## src/rtl/q_rail_receiver.sv

```systemverilog
// Clocked consumer of the Q-flop dual-rail resolver: synchronises the active-low
// rail pair, enforces return-to-spacer, and hands the resolved bit out via valid/ready.
module q_rail_receiver #(
  parameter int unsigned TIMEOUT = 8,
  parameter int unsigned SETTLE  = 2
) (
  input  logic       clk,
  input  logic       rst,
  input  logic       rh_l,
  input  logic       rl_l,
  input  logic       arm,
  output logic       armed,
  output logic       out_valid,
  output logic       out_data,
  input  logic       out_ready,
  output logic       timeout,
  output logic       conflict,
  output logic [7:0] err_count
);

  localparam int unsigned TW = $clog2(TIMEOUT + 1);
  localparam int unsigned SW = $clog2(SETTLE + 1);
  localparam logic [TW-1:0] TIMER_LAST  = TW'(TIMEOUT - 1);
  localparam logic [SW-1:0] SETTLE_LAST = SW'(SETTLE - 1);

  typedef enum logic [2:0] {
    S_IDLE,
    S_WAIT_SPACER,
    S_WAIT_RAIL,
    S_HOLD,
    S_ERR
  } state_t;

  state_t        r_state;
  logic          r_rh_s1, r_rh_s2;
  logic          r_rl_s1, r_rl_s2;
  logic [TW-1:0] r_timer;
  logic [SW-1:0] r_settle;
  logic          r_data;
  logic          r_timeout;
  logic          r_conflict;
  logic [7:0]    r_err_count;

  state_t        w_state_nxt;
  logic [TW-1:0] w_timer_nxt;
  logic [SW-1:0] w_settle_nxt;
  logic          w_data_nxt;
  logic          w_timeout_nxt;
  logic          w_conflict_nxt;
  logic [7:0]    w_err_nxt;
  logic          w_rh_fired;
  logic          w_rl_fired;

  assign w_rh_fired = ~r_rh_s2;
  assign w_rl_fired = ~r_rl_s2;

  always_ff @(posedge clk) begin
    if (rst) begin
      r_state     <= S_IDLE;
      r_rh_s1     <= 1'b1;
      r_rh_s2     <= 1'b1;
      r_rl_s1     <= 1'b1;
      r_rl_s2     <= 1'b1;
      r_timer     <= '0;
      r_settle    <= '0;
      r_data      <= 1'b0;
      r_timeout   <= 1'b0;
      r_conflict  <= 1'b0;
      r_err_count <= '0;
    end else begin
      r_state     <= w_state_nxt;
      r_rh_s1     <= rh_l;
      r_rh_s2     <= r_rh_s1;
      r_rl_s1     <= rl_l;
      r_rl_s2     <= r_rl_s1;
      r_timer     <= w_timer_nxt;
      r_settle    <= w_settle_nxt;
      r_data      <= w_data_nxt;
      r_timeout   <= w_timeout_nxt;
      r_conflict  <= w_conflict_nxt;
      r_err_count <= w_err_nxt;
    end
  end

  always_comb begin
    w_state_nxt    = r_state;
    w_timer_nxt    = r_timer;
    w_settle_nxt   = r_settle;
    w_data_nxt     = r_data;
    w_timeout_nxt  = r_timeout;
    w_conflict_nxt = r_conflict;
    w_err_nxt      = r_err_count;

    unique case (r_state)
      S_IDLE: begin
        if (arm) w_state_nxt = S_WAIT_SPACER;
      end
      S_WAIT_SPACER: begin
        if (!w_rh_fired && !w_rl_fired) begin
          if (r_settle == SETTLE_LAST) w_state_nxt = S_WAIT_RAIL;
          else                         w_settle_nxt = r_settle + 1'b1;
        end else begin
          w_settle_nxt = '0;
        end
      end
      S_WAIT_RAIL: begin
        // A rail seen on the last timer cycle takes precedence over timeout.
        if (w_rh_fired && w_rl_fired) begin
          w_state_nxt    = S_ERR;
          w_conflict_nxt = 1'b1;
        end else if (w_rh_fired || w_rl_fired) begin
          w_state_nxt = S_HOLD;
          w_data_nxt  = w_rh_fired;
        end else if (r_timer == TIMER_LAST) begin
          w_state_nxt   = S_ERR;
          w_timeout_nxt = 1'b1;
        end else begin
          w_timer_nxt = r_timer + 1'b1;
        end
      end
      S_HOLD: begin
        if (out_ready) w_state_nxt = arm ? S_WAIT_SPACER : S_IDLE;
      end
      S_ERR: begin
        if (arm) begin
          w_state_nxt    = S_WAIT_SPACER;
          w_timeout_nxt  = 1'b0;
          w_conflict_nxt = 1'b0;
        end
      end
      default: w_state_nxt = S_IDLE;
    endcase

    // Every state change starts both counters from zero.
    if (w_state_nxt != r_state) begin
      w_timer_nxt  = '0;
      w_settle_nxt = '0;
    end

    if (w_state_nxt == S_ERR && r_state != S_ERR && r_err_count != 8'hFF)
      w_err_nxt = r_err_count + 8'd1;
  end

  assign armed     = (r_state == S_WAIT_SPACER) || (r_state == S_WAIT_RAIL);
  assign out_valid = (r_state == S_HOLD);
  assign out_data  = r_data;
  assign timeout   = r_timeout;
  assign conflict  = r_conflict;
  assign err_count = r_err_count;

endmodule

```

## config.mk

```make
export PLATFORM = sky130hd
export DESIGN_NAME = q_rail_receiver
export DESIGN_NICKNAME = d
export VERILOG_FILES = /design/src/rtl/q_rail_receiver.sv
export SDC_FILE = /design/constraint.sdc
export NUM_CORES = 1
export LEC_CHECK = 0
export ABC_AREA = 0
export BUFFER_PORTS_ARGS = -buffer_cell sky130_fd_sc_hd__buf_4
export CORE_MARGIN = 2
export CORE_UTILIZATION = 50
export DETAILED_ROUTE_END_ITERATION = 12
export PLACE_DENSITY = 0.74
export SYNTH_ARGS = -nofsm -noshare
export SYNTH_HDL_FRONTEND = slang
export SYNTH_SLANG_ARGS = --single-unit
```

## constraint.sdc

```tcl
create_clock -name clk -period 1.6 [get_ports clk]
set_input_delay 0.16 -clock clk [delete_from_list [all_inputs] [get_ports clk]]
set_output_delay 0.16 -clock clk [all_outputs]
set_load 0.005 [all_outputs]
```

# Yosys cells after proc, flatten, opt, wreduce, memory -nomap -nowiden

Cells that the tools add are included.

Register bits after elaboration: 24
Word-level logic and storage cells: 68
Input bits: 6
Output and inout bits: 13

Bitwise operators: 5
Reductions and logical operators: 15
Muxes and demuxes: 18
Equality and inequality tests: 16
Add/subtract/negate cells: 3

Operators with widths:

| cell                                                 | number |
|---|---|
| 2-to-1 mux 3 bit                                     | 7 |
| inequality test 2 bit (second input constant)        | 6 |
| one-hot mux 3 bit (4 select lines)                   | 1 |
| adder 8 x 1 -> 8 bit (second input constant)         | 1 |
| inequality test 8 bit (second input constant)        | 1 |
| equality test 3 x 2 -> 1 bit (second input constant) | 2 |
| equality test 3 bit (second input constant)          | 2 |
| 2-to-1 mux 1 bit                                     | 6 |
| AND reduction 3 bit                                  | 2 |
| NOT 1 bit                                            | 5 |
| AND reduction 5 bit                                  | 1 |
| adder 4 x 1 -> 4 bit (second input constant)         | 1 |
| equality test 4 x 3 -> 1 bit (second input constant) | 1 |
| logical AND 1 bit                                    | 4 |
| 2-to-1 mux 2 bit                                     | 2 |
| one-hot mux 1 bit (2 select lines)                   | 2 |
| AND reduction 4 bit                                  | 1 |
| OR reduction 2 bit                                   | 2 |
| equality test 3 x 1 -> 1 bit (second input constant) | 1 |
| zero test 3 bit                                      | 1 |
| inequality test 3 bit                                | 1 |
| inequality test 3 bit (second input constant)        | 1 |
| adder 2 x 1 -> 2 bit (second input constant)         | 1 |
| equality test 2 x 1 -> 1 bit (second input constant) | 1 |
| other kinds (3)                                      | 4 |

# Logic depth before layout (Yosys ltp)

Gate-level depths: netlist (run 1).

Depth in word-level cells: 8
Depth in mapped cells: 6
Depth with buffers taken out: 6

# Worst setup path before layout (run 1)

No wires, ideal clock.

Path kind: register to register
From: register r_err_count[0] (netlist: err_count[0])
To: register r_err_count[5] (netlist: err_count[5])
Path slack: 0.023 ns
Arrival: 1.453 ns
Setup time: 0.123 ns
Data required time: 1.477 ns
Period minus slack after synthesis: 1.577 ns
Stages on the path, launching flop included: 7
Buffers on the path: 1
Path through: dfxtp_1 -> ha_1 -> nand4_1 -> nor2_1 -> clkbuf_1 -> nor4_1 -> mux2_1

Word-level cells in the longest chain between the ends: 2
Elaborated cells on any way between the ends: 3
Classes of those cells: add/sub: 1; eq/ne: 1; reduce/logical: 1

RTL lines:

| what                                                                         | RTL line | source |
|---|---|---|
| start: declaration                                                           | 42       | `logic [7:0] r_err_count;` |
| start signal: assignment                                                     | 81       | `r_err_count <= w_err_nxt;` |
| parallel branches: the longest is 2 deep, another holds adder 8 x 1 -> 8 bit | --       |  |

Several ways; the timed one is not identified.
A chain may end at the register's enable or synchronous reset.

# Worst setup path in the final report (run 1)

From: register r_rh_s2
To: register r_err_count[2] (netlist: err_count[2])

Word-level cells in the longest chain between the ends: 8
Elaborated cells on any way between the ends: 11
Classes of those cells: eq/ne: 1; mux: 4; bitwise: 1; reduce/logical: 5

RTL lines:

| what                                   | RTL line | source |
|---|---|---|
| start: declaration                     | 35       | `logic r_rh_s1, r_rh_s2;` |
| start signal: assignment               | 73       | `r_rh_s2 <= r_rh_s1;` |
| NOT 1 bit                              | 54       | `assign w_rh_fired = ~r_rh_s2;` |
| logical OR 1 bit                       | 111      | `end else if (w_rh_fired \|\| w_rl_fired) begin` |
| 2-to-1 mux 3 bit                       | 111      |  |
| 2-to-1 mux 3 bit                       | 108      | `if (w_rh_fired && w_rl_fired) begin` |
| one-hot mux 3 bit (4 select lines) (*) | 94       | `unique case (r_state)` |
| equality test 3 bit (*)                | 140      | `if (w_state_nxt == S_ERR && r_state != S_ERR && r_err_count != 8'hFF)` |
| logical AND 1 bit (*) (2 in series)    | 140      |  |

Every way passes the cells marked *; elsewhere a longest branch is shown, timed or not.

==> results of run 1 <==
[registers in the layout (all words and copies together), names as in the netlist]
register   flops
r_timer        4
conflict       1
timeout        1
r_rh_s2        1
r_rh_s1        1
err_count      8
r_state        3
out_data       1
r_rl_s2        1
r_settle       2
r_rl_s1        1
[placed cells by master (no fill, tap or decap), types with 3 or more instances in the layout]
master     n
a21oi_1    8
buf_4     37
buf_6      3
clkbuf_4   3
dfxtp_1   16
dfxtp_2    6
ha_4       3
inv_1      4
mux2i_1    3
nand2_1    4
nand2b_1   3
nand3_1    7
nand4_1    3
nor2_1    11
nor2b_1    4
o21ai_1    3
o31ai_1    3
or2_2      4
[routing by layer]
metal | up-vias | GRT usage, % | share of wire (%)
met4 | 0 | 7.32 | 1.2
met3 | 3 | 3.49 | 3.6
met1 | 619 | 25.5 | 45
met5 | - | 0 | 0
li1 | 611 | - | -
met2 | 29 | 38.7 | 50
[critical path, delay by kind of cell (launching register included)]
kind,cells,cell delay [ns]
simple gates,2,0.81
compound gates,2,0.24
fa+ha+maj,1,0.13
flops,1,0.40
[stage by stage]
stage | util (%) | total power [W]
global placement | 63.1 | 0.000759
global route | 71.5 | 0.00115
detailed placement | 63.1 | 0.000765
CTS | 66.1 | 0.00109
finish | 71.5 | 0.00110
floorplan | - | 0.000716
[cell type report]
class	count	area, sq um	share of cell area [%]
clock buffer	4	36.3	2.05
inverter	6	22.5	1.27
multi-input combinational	108	858	48.4
sequential	24	495	28.0
tap	30	37.5	2.12
timing repair buffer	41	322	18.1
[what timing repair did]
item                                   4_1_cts  5_1_grt
hold buffers                                 0        1
buffers inserted                             2        1
gates resized for setup                      9       29
endpoints found under the hold margin        0        1
pin swaps                                    4       15
cloned                                       0        0
setup endpoints to repair                   12       16
[cell usage after synthesis, drive strengths merged, types with 2 or more instances]
cell	n
ha	5
a21oi	10
nand2b	3
or3	2
o21a	2
nand3	8
mux2i	3
or2	4
nand2	5
nand4	3
nor2	12
clkbuf	4
o21ai	6
buf	5
nor3	2
o31ai	4
and3	2
o41ai	2
and3b	2
dfxtp	24
or4	4
inv	6
nor2b	5
a31oi	2
nor4b	3
xor2	2
a311oi	2
[worst max-delay path by stage]
stage	from	endpoint	cells after the start
global route	r_rh_s2	err_count[2]	5
detailed placement	r_rh_s2	err_count[4]	5
CTS	r_rh_s2	err_count[3]	5
finish	r_rh_s2	err_count[2]	5
global placement	r_timer[1]	err_count[5]	5
floorplan	err_count[0]	err_count[5]	6
[power breakdown]
group,switching (W),internal [W]
sequential,0.0000117,0.000607
clock,0.000195,0.000140
combinational,0.0000762,0.0000722
[logic make-up after synthesis]
family | Yosys count | synth area share [%]
AOI/OAI and AO/OA | 35 | 18.1
xor gates and xnor gates | 3 | 2.02
adders and majority gates | 5 | 4.81
buffers and inverters | 15 | 5.77
muxes | 4 | 3.17
DFF | 24 | 36.9
and+or+nand+nor | 61 | 29.2
==> flow_summary.ini, run 1 <==
[place]
hpwl_microns = 2020
dp_cells = 205
numPortBuffers = 18
place.gp.congestion = 0.755
placed_area_sq_um = 1560
place_ws_ns = -0.0397

[run_status]
status = finished, violations left
violations = setup timing

[synthesis]
syn_area_sq_um = 1300
synth.area.top_cells = dfxtp_1 (37%), ha_1 (4.8%), a21oi_1 (3.8%), nor2_1 (3.5%), nand3_1 (3.1%)
synth-edff-count = 0
ys_types = 46
syn-num-nets = 158
synth.top_cell.area_share_pct = 36.9
yosysSeqAreaShare_pct = 36.9
syn_area_per_cell_sq_um = 8.85
synth.ff_latch_count = 24
yosysWarnings = 0
synthArstFlopShare_pct = 0
postSynthCellCount = 147
synth_ff_type = dfxtp_1
yosysTopAreaCell = dfxtp_1

[hold_path]
hold_class = input pin to flip-flop
hold_start = rh_l
min_delay_path_depth = 2
hold_end = r_rh_s1

[cells_and_area]
drive_gt1_share_pct = 43.7
final_area_sq_um = 1770
fin_cells = 213
finalNetCount = 195
nFillCells = 195
diodes = 0
syn_to_final_growth_pct = 36.2

[timing]
tightest_slew_ns = 0.371
final.setup.worst_slack_ns = -0.0243
fin_crit_ns = 1.62
post-route-period-util_pct = 102
hold_violations = 0
fmax_ghz = 0.616
setup_viol = 1
drv_slew = 0
rsz0062_at_grt = true
max_slew_margin_pct = 74.9
fin_worst_skew_ns = 0.00388
whs_ns = 0.0117
tns_ns = -0.0243

[drt]
drt_iter0_markers = 17
ant_nets = 0
viasPerCell = 5.92
drc = 0
vias = 1262
firstDrtPassIters = 4
drt_wl_total_microns = 3210
wl_per_cell_microns = 15.0

[setup_path]
worst_setup_path_end_kind = flip-flop
r2r_end = err_count[2]
crit_slowest_cell = or4_4
cp_max_fo = 8
cp.required_ns = 1.88
reg2reg_depth = 5
rrSetupSlack_ns = -0.02
r2r_start = r_rh_s2
path_cells = ha_4, and4b_2, o21ai_4, or4_4, a21oi_2
start_kind = flip-flop
cpPeakStageDelay_ns = 0.54
critPathKind = flip-flop to flip-flop
worst_ep_arrival_time_ns = 1.90

[floorplanning]
start_util_pct = 52.5
dieHeight_microns = 55.0
die_w_microns = 55.0
io_pins = 19
fp-row-count = 18
core_region_area_sq_um = 2480
die_area_sq_um = 3030

[global_routing]
grt_usage_pct = 21.4
grt_max_degree = 22
grt_pass1_wl_microns = 4660
grt_pass1_vias = 1121
antenna_found_initial = 0
grt_remaining_overflow = 0

[clocking]
numCtsBuffers = 3
clockRootBuffer = clkbuf_4
path_clk_slew_ns = 0.14
htreeDepth = 1
cts_tree = built
numClockSinks = 24
cts.path.max_buffers = 2
insertion_delay_ns = 0.33

[job]
cap_violations = 0

[power]
powerDensity_nw_per_um2 = 622
leakage_nw = 0.683
ir_drop_uv = 512
(Power assumes the default switching activity.)
==> run 2: changes to the inputs <==
--- a/config.mk
+++ b/config.mk
@@ -7,10 +7,12 @@
 export LEC_CHECK = 0
 export ABC_AREA = 0
 export BUFFER_PORTS_ARGS = -buffer_cell sky130_fd_sc_hd__buf_4
+export CELL_PAD_IN_SITES_DETAIL_PLACEMENT = 1
+export CELL_PAD_IN_SITES_GLOBAL_PLACEMENT = 2
 export CORE_MARGIN = 2
-export CORE_UTILIZATION = 50
+export CORE_UTILIZATION = 30
 export DETAILED_ROUTE_END_ITERATION = 12
-export PLACE_DENSITY = 0.74
+export PLACE_DENSITY = 0.73
 export SYNTH_ARGS = -nofsm -noshare
 export SYNTH_HDL_FRONTEND = slang
 export SYNTH_SLANG_ARGS = --single-unit
==> flow_summary.ini, run 2 (same netlist as run 1, synthesis figures left out) <==
[run_status]
status = finished, violations left
violations = setup timing

[power]
ir_drop_uv = 271
p_int_w = 0.000854
power_frac_seq_pct = 54.2
clkPwrFrac_pct = 31.6
switching_share_pct = 25.1
p_comb_share_pct = 14.2
leakage_nw = 0.678
power_switching_w = 0.000286
powerDensity_nw_per_um2 = 645

[timing]
fin_crit_ns = 1.62
rsz0062_at_grt = true
hold_violations = 0
drv_slew = 0
final.setup.worst_slack_ns = -0.0150
fin_worst_skew_ns = 0.00302
fmax_ghz = 0.619
post-route-period-util_pct = 101
max_slew_margin_pct = 79.6
tightest_slew_ns = 0.304
setup_viol = 1

[cells_and_area]
syn_to_final_growth_pct = 35.7
final_common_cell = buf_4
finalNetCount = 193
nFillCells = 471
multiInputGateArea_sq_um = 837
utilization_pct = 43.2
final_area_sq_um = 1770
largest_reg_flops = 8
ff_latch_area_sq_um = 485
drive_gt1_share_pct = 40.6
final_cell_mix = buf_4 (35), dfxtp_1 (20), nor2_1 (10), a21oi_1 (7), nand3_1 (7)
diodes = 0

[clocking]
htreeDepth = 1
numClockSinks = 24
insertion_delay_ns = 0.27
path_clk_slew_ns = 0.08
cts.path.max_buffers = 2
cts_tree = built
numCtsBuffers = 3
clockRootBuffer = clkbuf_8

[setup_path]
path_cells = ha_1, buf_4, nor4b_2, o32ai_1, nand4_1, buf_6, nor2_2
start_kind = flip-flop
cp.required_ns = 1.80
worst_setup_path_end_kind = flip-flop
worst_ep_arrival_time_ns = 1.82
crit_slowest_cell = dfxtp_2
rrSetupSlack_ns = -0.02
critPathKind = flip-flop to flip-flop
cp_max_fo = 10
cpPeakStageDelay_ns = 0.36

[job]
cap_violations = 0

[global_routing]
grt_pass1_wl_microns = 5530
grt_remaining_overflow = 0
grt_max_degree = 22
antenna_found_initial = 0
grt_pass1_vias = 1176
grt_usage_pct = 13.8

[drt]
drc = 0
firstDrtPassIters = 4
viasPerCell = 5.27
wl_per_cell_microns = 14.7
ant_nets = 0
vias = 1213
drt_iter0_markers = 64
drt_wl_total_microns = 3370

[floorplanning]
fp-row-count = 23
start_util_pct = 31.8
dieHeight_microns = 69.9
die_area_sq_um = 4880
core_region_area_sq_um = 4090
die_w_microns = 69.9
io_pins = 19

[place]
numPortBuffers = 18
hpwl_microns = 2460
place.gp.congestion = 0.759
placed_area_sq_um = 1610

[hold_path]
hold_class = input pin to flip-flop
-- run 2: final cells by class --
type	instances	share of cell area (%)
Timing Repair Buffer	39	17.9
Tap cell	50	3.54
Multi-Input combinational cell	108	47.4
Sequential cell	24	27.5
Inverter	6	1.28
Clock buffer	3	2.34
-- run 2: final timing paths --
check | from | end | cells past startpoint
max | r_rh_s2 | r_timer[0] | 7
min | rh_l | r_rh_s1 | 2
max reg2reg | r_rh_s2 | r_timer[0] | 7
min reg2reg | r_rl_s1 | r_rl_s2 | 1
-- run 2: power groups by stage --
stage               Clock [W]  Sequential [W]  Combinational (W)
finish               0.000360        0.000617           0.000162
global route         0.000418        0.000619           0.000180
CTS                  0.000379        0.000617           0.000151
detailed placement          0        0.000631           0.000149
global placement            0        0.000630           0.000144
floorplan                   0        0.000627          0.0000890
-- run 2: worst max-delay path, delay by kind of cell, from the launching register on --
| family | cells | cell delay [ns] |
|---|---|---|
| AND/OR/NAND/NOR | 3 | 0.37 |
| flip-flops | 1 | 0.36 |
| buffers and inverters | 2 | 0.35 |
| AO/OA/AOI/OAI | 1 | 0.32 |
| adder cells (fa/ha/maj) | 1 | 0.16 |
-- run 2: what timing repair did --
item	in CTS	in global routing
hold buffers	0	0
buffers inserted	1	0
resized for setup	10	17
pin swaps	4	10
setup endpoints to repair	12	17
-- run 2: through the flow --
stage / hold WS (ns) / TNS, ns / setup slack (ns) / cells / total power [W]
after floorplan: 0.264 / 0 / 0.0233 / 147 / 0.000716
after global placement: 0.346 / -0.00762 / -0.00762 / 226 / 0.000774
after CTS: 0.0675 / -0.00401 / -0.00401 / 230 / 0.00115
after global routing: 0.0475 / -1.09 / -0.116 / 230 / 0.00122
final: 0.0696 / -0.0150 / -0.0150 / 230 / 0.00114
after detailed placement: 0.348 / -0.245 / -0.0873 / 226 / 0.000780
-- run 2: routing by layer --
layer	track usage, %	wire length, microns	vias to the layer above
met4	4.49	27	0
met2	22.6	1700	14
met5	0	0	-
met1	18.3	1570	588
met3	2.16	72	4
li1	-	-	607
==> run 3: changes to the inputs <==
--- a/config.mk
+++ b/config.mk
@@ -12,6 +12,7 @@
 export CORE_MARGIN = 2
 export CORE_UTILIZATION = 30
 export DETAILED_ROUTE_END_ITERATION = 12
+export MAX_ROUTING_LAYER = met4
 export PLACE_DENSITY = 0.73
 export SYNTH_ARGS = -nofsm -noshare
 export SYNTH_HDL_FRONTEND = slang
==> constraint.sdc (replaced) <==
create_clock -name clk -period 1.6 [get_ports clk]
set_input_delay 0.16 -clock clk [delete_from_list [all_inputs] [get_ports clk]]
set_output_delay 0.16 -clock clk [all_outputs]
set_load 0.1 [all_outputs]
==> flow_summary.ini, run 3 (same netlist as run 1, synthesis figures left out) <==
[run_status]
status = finished, violations left
violations = setup timing

[setup_path]
crit_slowest_cell = or4_4
worst_ep_arrival_time_ns = 1.85
reg2reg_depth = 5
rrSetupSlack_ns = -0.05
start_kind = flip-flop
cpPeakStageDelay_ns = 0.54
cp_max_fo = 8
worst_setup_path_end_kind = flip-flop
critPathKind = flip-flop to flip-flop
path_buf_inv = 0
path_cells = ha_4, and4b_2, o21ai_4, or4_4, a21oi_2
path_delay_family = simple AND/OR/NAND/NOR gates
cp.required_ns = 1.80
r2r_end = err_count[3]
r2r_start = r_rl_s2

[power]
powerDensity_nw_per_um2 = 644
ir_drop_uv = 465
leakage_nw = 0.710

[drt]
vias = 1229
drt_wl_total_microns = 3440
viasPerCell = 5.27
ant_nets = 0
drc = 0
firstDrtPassIters = 4
drt_iter0_markers = 54
wl_per_cell_microns = 14.8

[floorplanning]
start_util_pct = 31.8
io_pins = 19
core_region_area_sq_um = 4090
fp-row-count = 23
dieHeight_microns = 69.9
die_w_microns = 69.9
die_area_sq_um = 4880

[hold_path]
hold_class = input pin to flip-flop
hold_start = rl_l
min_delay_path_depth = 2
hold_end = r_rl_s1

[timing]
hold_violations = 0
fin_worst_skew_ns = 0.00535
max_slew_margin_pct = 71.5
whs_ns = 0.0662
rsz0062_at_grt = true
fin_crit_ns = 1.65
tns_ns = -0.0719
post-route-period-util_pct = 103
setup_viol = 3
drv_slew = 0
fmax_ghz = 0.606
final.setup.worst_slack_ns = -0.0493
tightest_slew_ns = 0.421

[clocking]
cts.path.max_buffers = 2
numClockSinks = 24
path_clk_slew_ns = 0.09
clockRootBuffer = clkbuf_8
cts_tree = built
insertion_delay_ns = 0.27
numCtsBuffers = 3
htreeDepth = 1

[cells_and_area]
final_common_cell = buf_4
largest_reg_flops = 8
final_cell_mix = buf_4 (34), dfxtp_1 (11)
syn_to_final_growth_pct = 46.4
diodes = 0
finalNetCount = 195
fin_cells = 233
drive_gt1_share_pct = 49.7

[global_routing]
grt_max_degree = 22
grt_pass1_vias = 1255
grt_usage_pct = 14.6
grt_pass1_wl_microns = 5660
grt_remaining_overflow = 0
antenna_found_initial = 0

[job]
cap_violations = 0

[place]
numPortBuffers = 18
hpwl_microns = 2420
place.gp.congestion = 0.750
place_ws_ns = -0.0679
dp_cells = 224
[run 3: changes by cell type in the layout (fill, tap and decap cells not counted), moves of 2 or more]
cell / change
dfxtp_2: +2
dfxtp_1: -9
dfxtp_4: +7
nor2_1: -3
ha_4: +3
ha_1: -2
nor2_2: +2
[run 3: final cells by class]
| cell class | instances | area, sq um |
|---|---|---|
| fill | 485 | 2180 |
| sequential | 24 | 514 |
| timing repair buffer | 41 | 355 |
| inverter | 6 | 22.5 |
| clock buffer | 4 | 55.1 |
| tap | 50 | 62.6 |
| multi-input combinational | 108 | 896 |
[run 3: worst max path at each step]
stage | start | endpoint | cells past startpoint
after global routing | r_rl_s2 | err_count[3] | 5
after detailed placement | r_rh_s2 | err_count[5] | 5
after global placement | r_timer[0] | err_count[3] | 5
after floorplan | err_count[0] | err_count[5] | 6
after CTS | r_rh_s2 | err_count[3] | 5
final | r_rl_s2 | err_count[3] | 5
[run 3: worst reg2reg max path, delay by kind of cell (launching register included)]
family / cells / cell delay (ns)
AOI/OAI and AO/OA: 2 / 0.27
adders and majority gates: 1 / 0.13
DFF: 1 / 0.38
and+or+nand+nor: 2 / 0.81
[run 3: through the flow]
step                      total power, W  utilization (%)  instance area [sq um]
final                            0.00123             46.6                   1910
after global routing             0.00129             46.6                   1910
after CTS                        0.00124             43.2                   1760
after detailed placement        0.000805             40.4                   1650
after global placement          0.000797             40.4                   1650
after floorplan                 0.000741                -                   1350
[run 3: where the power goes]
group | internal, W | switching [W] | total (W)
clock network | 0.000220 | 0.000199 | 0.000419
logic | 0.0000837 | 0.000113 | 0.000197
registers | 0.000598 | 0.0000125 | 0.000611
[run 3: per-layer routing]
metal  GRT usage, %  up-vias  routed length [microns]
li1               -      610                        -
met1           17.6      600                     1580
met2           24.9       15                     1710
met3           2.45        4                      108
met4           4.49        0                       41
met5              -        -                        0
[run 3: timing repair]
item,4_1_cts,5_1_grt
setup buffers,2,3
pin swaps,7,17
setup endpoints to repair,13,16
hold buffers,0,0
gates cloned,0,0
gates resized for setup,13,28
endpoints found under the hold margin,0,0
